==> src/rtl/cpu_pkg.sv <==
// -----------------------------------------------------------------------------
// cpu_pkg
// Shared CPU front-end definitions: datapath widths, reset PC, PC increment,
// the instruction-fetch state encoding and a counter-width helper.
// -----------------------------------------------------------------------------
`timescale 1ns/1ps
package cpu_pkg;

    localparam int          ADDR_W   = 32;
    localparam int          INST_W   = 32;
    localparam logic [31:0] RESET_PC = 32'h0000_0000;
    localparam logic [31:0] PC_STEP  = 32'd4;

    typedef enum logic [1:0] {
        IDLE  = 2'd0,
        FETCH = 2'd1,
        FLUSH = 2'd2
    } fetch_state_e;

    // Bits needed to hold a count in the range 0..depth inclusive.
    function automatic int cnt_w(input int depth);
        return $clog2(depth + 1);
    endfunction

endpackage

==> src/rtl/fetch_fifo.sv <==
// -----------------------------------------------------------------------------
// fetch_fifo
// Synchronous FIFO holding fetched {instruction, pc} words. The head entry is
// presented combinationally from the storage registers (no write-through), so
// a pushed word becomes visible on the cycle after the push.
// Ports:
//   clk, rst      clock and synchronous active-high reset
//   clear         synchronous flush (drops all entries)
//   push, wdata   write request and data
//   pop           remove head entry (ignored when empty)
//   rdata         head entry
//   full, empty   occupancy flags
//   count         number of stored entries (0..DEPTH)
// -----------------------------------------------------------------------------
`timescale 1ns/1ps
module fetch_fifo
    import cpu_pkg::*;
#(
    parameter int WIDTH = 64,
    parameter int DEPTH = 2,
    parameter int CNT_W = cnt_w(DEPTH)
) (
    input  logic             clk,
    input  logic             rst,
    input  logic             clear,
    input  logic             push,
    input  logic [WIDTH-1:0] wdata,
    input  logic             pop,
    output logic [WIDTH-1:0] rdata,
    output logic             full,
    output logic             empty,
    output logic [CNT_W-1:0] count
);

    localparam int               PTR_W   = (DEPTH > 1) ? $clog2(DEPTH) : 1;
    localparam logic [PTR_W-1:0] PTR_MAX = PTR_W'(DEPTH - 1);
    localparam logic [CNT_W-1:0] CNT_MAX = CNT_W'(DEPTH);

    logic [WIDTH-1:0] mem_r [DEPTH];
    logic [PTR_W-1:0] rd_ptr_r;
    logic [PTR_W-1:0] wr_ptr_r;
    logic [CNT_W-1:0] count_r;
    logic             do_push_s;
    logic             do_pop_s;

    // Pointer advance with wrap for non-power-of-two depths.
    function automatic logic [PTR_W-1:0] ptr_inc(input logic [PTR_W-1:0] p);
        return (p == PTR_MAX) ? {PTR_W{1'b0}} : p + PTR_W'(1);
    endfunction

    // Push into a full FIFO is accepted only when the head leaves in the same cycle.
    always_comb begin
        do_pop_s  = pop && (count_r != {CNT_W{1'b0}});
        do_push_s = push && ((count_r != CNT_MAX) || do_pop_s);
    end

    // Storage, pointers and occupancy.
    always_ff @(posedge clk) begin
        if (rst) begin
            rd_ptr_r <= {PTR_W{1'b0}};
            wr_ptr_r <= {PTR_W{1'b0}};
            count_r  <= {CNT_W{1'b0}};
            for (int i = 0; i < DEPTH; i++) begin
                mem_r[i] <= {WIDTH{1'b0}};
            end
        end else if (clear) begin
            rd_ptr_r <= {PTR_W{1'b0}};
            wr_ptr_r <= {PTR_W{1'b0}};
            count_r  <= {CNT_W{1'b0}};
        end else begin
            if (do_push_s) begin
                mem_r[wr_ptr_r] <= wdata;
                wr_ptr_r        <= ptr_inc(wr_ptr_r);
            end
            if (do_pop_s) begin
                rd_ptr_r <= ptr_inc(rd_ptr_r);
            end
            case ({do_push_s, do_pop_s})
                2'b10:   count_r <= count_r + CNT_W'(1);
                2'b01:   count_r <= count_r - CNT_W'(1);
                default: count_r <= count_r;
            endcase
        end
    end

    assign rdata = mem_r[rd_ptr_r];
    assign full  = (count_r == CNT_MAX);
    assign empty = (count_r == {CNT_W{1'b0}});
    assign count = count_r;

endmodule

==> src/rtl/inst_fetch.sv <==
// -----------------------------------------------------------------------------
// inst_fetch
// Instruction fetch unit: owns the PC, issues word reads to instruction memory
// under a credit limit (in-flight + queued <= DEPTH), queues returned words in
// a FIFO and hands {inst, inst_pc} to the decoder over valid/ready. A redirect
// flushes the queue, reloads the PC and discards every word still in flight.
// Ports:
//   clk, rst                  clock, synchronous active-high reset
//   imem_req/addr/gnt         read request channel (addr is the PC)
//   imem_rvalid/rdata         in-order read return channel
//   inst, inst_pc, inst_valid decoder output, inst_ready its accept
//   redirect, redirect_pc     one-cycle flush-and-refetch request
// -----------------------------------------------------------------------------
`timescale 1ns/1ps
module inst_fetch
    import cpu_pkg::*;
#(
    parameter int                ADDR_W   = cpu_pkg::ADDR_W,
    parameter int                INST_W   = cpu_pkg::INST_W,
    parameter logic [ADDR_W-1:0] RESET_PC = ADDR_W'(cpu_pkg::RESET_PC),
    parameter int                DEPTH    = 2
) (
    input  logic              clk,
    input  logic              rst,
    output logic              imem_req,
    output logic [ADDR_W-1:0] imem_addr,
    input  logic              imem_gnt,
    input  logic              imem_rvalid,
    input  logic [INST_W-1:0] imem_rdata,
    output logic [INST_W-1:0] inst,
    output logic [ADDR_W-1:0] inst_pc,
    output logic              inst_valid,
    input  logic              inst_ready,
    input  logic              redirect,
    input  logic [ADDR_W-1:0] redirect_pc
);

    localparam int                CNT_W   = cnt_w(DEPTH);
    localparam logic [CNT_W:0]    CREDITS = (CNT_W + 1)'(DEPTH);
    localparam logic [ADDR_W-1:0] STEP    = ADDR_W'(PC_STEP);
    localparam logic [ADDR_W-1:0] ALIGN   = ~ADDR_W'(32'd3);

    fetch_state_e      state_r;
    fetch_state_e      state_nxt_s;
    logic [ADDR_W-1:0] pc_r;
    logic [ADDR_W-1:0] resp_pc_r;
    logic [ADDR_W-1:0] redir_pc_s;
    logic [CNT_W-1:0]  outstanding_r;
    logic [CNT_W-1:0]  outstanding_nxt_s;
    logic [CNT_W-1:0]  drop_cnt_r;
    logic [CNT_W-1:0]  drop_cnt_nxt_s;
    logic [CNT_W-1:0]  fifo_count_s;
    logic [CNT_W:0]    inflight_s;
    logic              req_s;
    logic              grant_s;
    logic              rvalid_s;
    logic              push_s;
    logic              pop_s;
    logic              fifo_full_s;
    logic              fifo_empty_s;
    logic [INST_W+ADDR_W-1:0] fifo_rdata_s;

    // Credit check, handshakes and counter arithmetic shared by FSM and datapath.
    always_comb begin
        redir_pc_s        = redirect_pc & ALIGN;
        inflight_s        = {1'b0, outstanding_r} + {1'b0, fifo_count_s};
        req_s             = (state_r == FETCH) && (inflight_s < CREDITS);
        grant_s           = req_s && imem_gnt;
        // Returns with nothing outstanding belong to requests lost to a reset.
        rvalid_s          = imem_rvalid && (outstanding_r != {CNT_W{1'b0}});
        push_s            = rvalid_s && (state_r == FETCH) && !redirect;
        pop_s             = !fifo_empty_s && inst_ready;
        outstanding_nxt_s = outstanding_r + CNT_W'(grant_s) - CNT_W'(rvalid_s);
    end

    // Stale-word counter: on redirect everything still in flight after this
    // edge (including a same-cycle grant, minus a same-cycle return) is stale.
    always_comb begin
        drop_cnt_nxt_s = drop_cnt_r;
        if (redirect) begin
            drop_cnt_nxt_s = outstanding_nxt_s;
        end else if ((state_r == FLUSH) && rvalid_s && (drop_cnt_r != {CNT_W{1'b0}})) begin
            drop_cnt_nxt_s = drop_cnt_r - CNT_W'(1);
        end else begin
            drop_cnt_nxt_s = drop_cnt_r;
        end
    end

    // Next-state logic; FLUSH is left on the edge where the last stale word drains.
    always_comb begin
        state_nxt_s = state_r;
        case (state_r)
            IDLE: begin
                state_nxt_s = FETCH;
            end
            FETCH, FLUSH: begin
                if (redirect || (state_r == FLUSH)) begin
                    state_nxt_s = (drop_cnt_nxt_s != {CNT_W{1'b0}}) ? FLUSH : FETCH;
                end else begin
                    state_nxt_s = FETCH;
                end
            end
            default: begin
                state_nxt_s = IDLE;
            end
        endcase
    end

    // State register, PCs and in-flight counters.
    always_ff @(posedge clk) begin
        if (rst) begin
            state_r       <= IDLE;
            pc_r          <= RESET_PC;
            resp_pc_r     <= RESET_PC;
            outstanding_r <= {CNT_W{1'b0}};
            drop_cnt_r    <= {CNT_W{1'b0}};
        end else begin
            state_r       <= state_nxt_s;
            outstanding_r <= outstanding_nxt_s;
            drop_cnt_r    <= drop_cnt_nxt_s;
            if (redirect) begin
                pc_r      <= redir_pc_s;
                resp_pc_r <= redir_pc_s;
            end else begin
                if (grant_s) begin
                    pc_r <= pc_r + STEP;
                end
                if (push_s) begin
                    resp_pc_r <= resp_pc_r + STEP;
                end
            end
        end
    end

    fetch_fifo #(
        .WIDTH (INST_W + ADDR_W),
        .DEPTH (DEPTH),
        .CNT_W (CNT_W)
    ) u_fifo (
        .clk   (clk),
        .rst   (rst),
        .clear (redirect),
        .push  (push_s),
        .wdata ({imem_rdata, resp_pc_r}),
        .pop   (pop_s),
        .rdata (fifo_rdata_s),
        .full  (fifo_full_s),
        .empty (fifo_empty_s),
        .count (fifo_count_s)
    );

    // The full flag is implied by the credit count; it is kept for observability.
    logic unused_full_s;
    assign unused_full_s = fifo_full_s;

    assign imem_req   = req_s;
    assign imem_addr  = pc_r;
    assign inst       = fifo_rdata_s[INST_W+ADDR_W-1:ADDR_W];
    assign inst_pc    = fifo_rdata_s[ADDR_W-1:0];
    assign inst_valid = !fifo_empty_s;

endmodule

==> config.mk <==
export PLATFORM = sky130hd
export DESIGN_NAME = inst_fetch
export DESIGN_NICKNAME = d
export VERILOG_FILES = /design/src/rtl/cpu_pkg.sv /design/src/rtl/fetch_fifo.sv /design/src/rtl/inst_fetch.sv
export SDC_FILE = /design/constraint.sdc
export NUM_CORES = 1
export LEC_CHECK = 0
export ABC_AREA = 0
export CAP_MARGIN = 20
export CORE_UTILIZATION = 55
export CTS_BUF_LIST = sky130_fd_sc_hd__clkbuf_8
export DETAILED_ROUTE_END_ITERATION = 12
export GPL_TIMING_DRIVEN = 0
export PLACE_DENSITY = 0.81
export SLEW_MARGIN = 20
export SYNTH_ARGS = -nofsm -noshare
export SYNTH_HDL_FRONTEND = slang
export SYNTH_SLANG_ARGS = --single-unit
==> constraint.sdc <==
create_clock -name clk -period 5.15 [get_ports clk]
set_input_delay 0.7725 -clock clk [delete_from_list [all_inputs] [get_ports clk]]
set_output_delay 0.7725 -clock clk [all_outputs]
set_load 0.02 [all_outputs]
==> flow_metrics.env <==
export IMPL_status="complete, no violations"
export IMPL_die_w_um=134
export IMPL_htree_levels=4
export IMPL_critPathMaxFanout=10
export IMPL_place_inst=1250
export IMPL_gp_congestion=0.884
export IMPL_post_cts_buffers=0
export IMPL_syn2layout_area_growth_pct=24.8
export IMPL_fin_crit_sh_pct=66.3
export IMPL_hold_violations=0
export IMPL_hold_depth=2
export IMPL_postCtsResizedCells=0
export IMPL_grt_busiest_layer="met2"
export IMPL_max_clock_freq_mhz=293
export IMPL_cp_end_kind="output pin"
export IMPL_cts_buffers=17
export IMPL_syn_cell_area_um2=9610
export IMPL_dp_hpwl_mm=16.9
export IMPL_ant_nets=0
export IMPL_drive_gt1_share_pct=11.4
export IMPL_slew_headroom_pct=39.0
export IMPL_ys_warn_count=0
export IMPL_arrival_ns=2.64
export IMPL_power_density_nw_per_um2=295
export IMPL_crit_required_ns=4.38
export IMPL_io_pins=168
export IMPL_diodes=0
export IMPL_slew_viol_final=0
export IMPL_rsz0062_at_grt="false"
export IMPL_overflow=0
export IMPL_nets=1129
export IMPL_use_met3_pct=4.46
export IMPL_drt_pass1_iter_count=6
export IMPL_wl_mm=23.3
export IMPL_min_from="u_fifo.rd_ptr_r$_SDFFE_PP0P_"
export IMPL_syn_avg_cell_area_um2=11.1
export IMPL_grt_pass1_vias=7093
export IMPL_final_cell_area_um2=12000
export IMPL_clock_latency_ns=0.46
export IMPL_grt_max_degree=25
export IMPL_fillers=1255
export IMPL_antenna_found_initial=0
export IMPL_ys_seq_area_share_pct=53.6
export IMPL_clockRootBuffer="clkbuf_8"
export IMPL_instances_no_fill=1282
export IMPL_cp_start_kind="flop"
export IMPL_vias=7486
export IMPL_first_iter_violations=603
export IMPL_chipHeight_um=134
export IMPL_synth_ff_type="edfxtp_1"
export IMPL_synth_seq_cells=195
export IMPL_placed_area_um2=11600
export IMPL_vias_per_cell=5.84
export IMPL_core_um2=16800
export IMPL_period_needed_ns=3.42
export IMPL_leakage_nw=4.28
export IMPL_seq_area_um2=5140
export IMPL_reg2reg_depth=12
export IMPL_vdd_drop_max_v=0.000170
export IMPL_grt_util_all_layers_pct=26.7
export IMPL_worst_setup_path_type="flop to output pin"
export IMPL_met1_usage_pct=35.9
export IMPL_cts_num_sinks=195
export IMPL_grt_pass1_wl_mm=37.0
export IMPL_cts_hold_buffers=0
export IMPL_clockBufferDepth=2
export IMPL_initial_core_util_pct=57.1
export IMPL_maxCapViolations=0
export IMPL_setup_viol=0
export IMPL_wl_per_cell_um=18.2
export IMPL_die_area_um2=18000
export IMPL_grt_use_met2_pct=43.9
export IMPL_synthArstFlopShare_pct=0
export IMPL_io_buffer_count=160
export IMPL_clock_skew_ns=0.0142
export IMPL_rows=47
export IMPL_worstMarginPinSlew_ns=0.907
export IMPL_syn_inst=863
export IMPL_clk_pin_slew_ns=0.10
export IMPL_cts_tree="done"
export IMPL_drcViolationCount=0
export IMPL_multi_input_area_um2=4120
export IMPL_ys_types=71
export IMPL_r2r_start="outstanding_r[0]$_SDFF_PP0_"
export IMPL_timing_reg2reg_setup_slack_ns=2.01
export IMPL_hp_class="flop to flop"
export IMPL_synth_edf_count=124
-- worst max-delay path, cell delays in order, from the launching register on --
cell and delay [ns]:
dfxtp_1 0.32, clkbuf_1 0.35, clkbuf_1 0.52, mux2_2 0.41
clkdlybuf4s50_1 0.58
-- placed cells by master, fill, tap and decap left out, types with 5 or more instances in the layout --
| cell | instances |
|---|---|
| a211o_1 | 5 |
| a211oi_1 | 27 |
| a21boi_0 | 13 |
| a21oi_1 | 22 |
| a311oi_1 | 7 |
| and2_1 | 124 |
| and3_1 | 10 |
| and4_1 | 16 |
| clkbuf_1 | 43 |
| clkbuf_8 | 19 |
| clkdlybuf4s50_1 | 160 |
| clkinv_4 | 5 |
| dfxtp_1 | 71 |
| edfxtp_1 | 124 |
| ha_1 | 9 |
| inv_1 | 26 |
| mux2_2 | 62 |
| nand2_1 | 42 |
| nand3_1 | 23 |
| nand4_1 | 24 |
| nor2_1 | 28 |
| nor3_1 | 33 |
| nor4_1 | 28 |
| nor4b_1 | 8 |
| o21ai_0 | 8 |
| o21bai_1 | 14 |
| xnor2_1 | 14 |
| xor2_1 | 7 |
-- layout make-up --
type	count	share of cell area, %
Buffer	58	2.27
Inverter	27	0.845
Tap cell	220	2.30
Multi-Input combinational cell	586	34.4
Clock buffer	17	1.95
Timing Repair Buffer	164	14.1
Clock inverter	15	1.22
Sequential cell	195	42.9
-- stage by stage --
stage                     utilization (%)  setup TNS [ns]  total power [mW]  setup slack [ns]  hold slack, ns
final                                71.3               0              3.54              1.73           0.574
after global routing                 71.3               0              3.68              1.58           0.610
after CTS                            71.3               0              3.55              1.65           0.567
after detailed placement             69.0               0              2.60              1.54           0.549
after global placement               68.3         -218.88              2.58             -1.78           0.528
after floorplan                         -               0              2.30             0.361           0.510
-- metal layers --
| metal | part of all wire, % | wire length, µm | up-vias |
|---|---|---|---|
| li1 | - | - | 3557 |
| met1 | 43 | 10100 | 3530 |
| met2 | 47 | 11000 | 362 |
| met3 | 7.7 | 1800 | 37 |
| met4 | 1.8 | 416 | 0 |
| met5 | 0 | 0 | - |
-- where the power goes --
part / switching, mW / internal [mW]
Sequential: 0.0891 / 1.77
Clock: 0.570 / 0.396
Combinational: 0.379 / 0.336
-- synthesized netlist by cell type, drive strengths merged (2+ instances only) --
library cell	n	area, µm²
or3	4	25.0
nand3	23	115
inv	26	97.6
and4	16	140
o21bai	16	120
a31oi	4	25.0
ha	9	113
and2	126	791
xor2	7	61.3
and3	10	62.6
o21ai	9	45.0
nor4b	8	70.1
xnor2	14	123
a21oi	22	110
edfxtp	124	3720
a311oi	7	61.3
nor2	28	105
a211oi	27	203
nor4	30	200
or2	2	15.0
nor2b	4	25.0
nor3b	3	22.5
clkbuf	47	201
a211o	6	53.8
nand2	42	158
a21boi	14	105
mux2	62	698
or4	3	22.5
o211a	2	20.0
nand4	26	184
o31ai	4	30.0
nor3	35	185
dfxtp	71	1420
buf	10	62.6
-- kinds of logic after synthesis --
family | synth area share [%]
fa+ha+maj | 1.38
mux | 7.37
other cells | 0.0390
xor+xnor | 2.15
compound gates | 9.04
buf+inv | 3.89
flops | 53.6
simple gates | 22.6
-- flip-flops by register name, summed over array words and instances (netlist names), named ones only --
signal / count
u_fifo.count: 2
u_fifo.wr_ptr_r: 1
state_r: 2
outstanding_r: 2
u_fifo.rd_ptr_r: 1
drop_cnt_r: 2
resp_pc_r: 30
u_fifo.mem_r: 124
imem_addr: 30
-- path summary, 6_finish.rpt --
kind / to
hold reg to reg: u_fifo.rd_ptr_r$_SDFFE_PP0P_
setup / recovery: inst_pc[19]
setup reg to reg: state_r[0]$_SDFF_PP0_
hold / removal: u_fifo.rd_ptr_r$_SDFFE_PP0P_
Power figures use the tool's default switching activity.
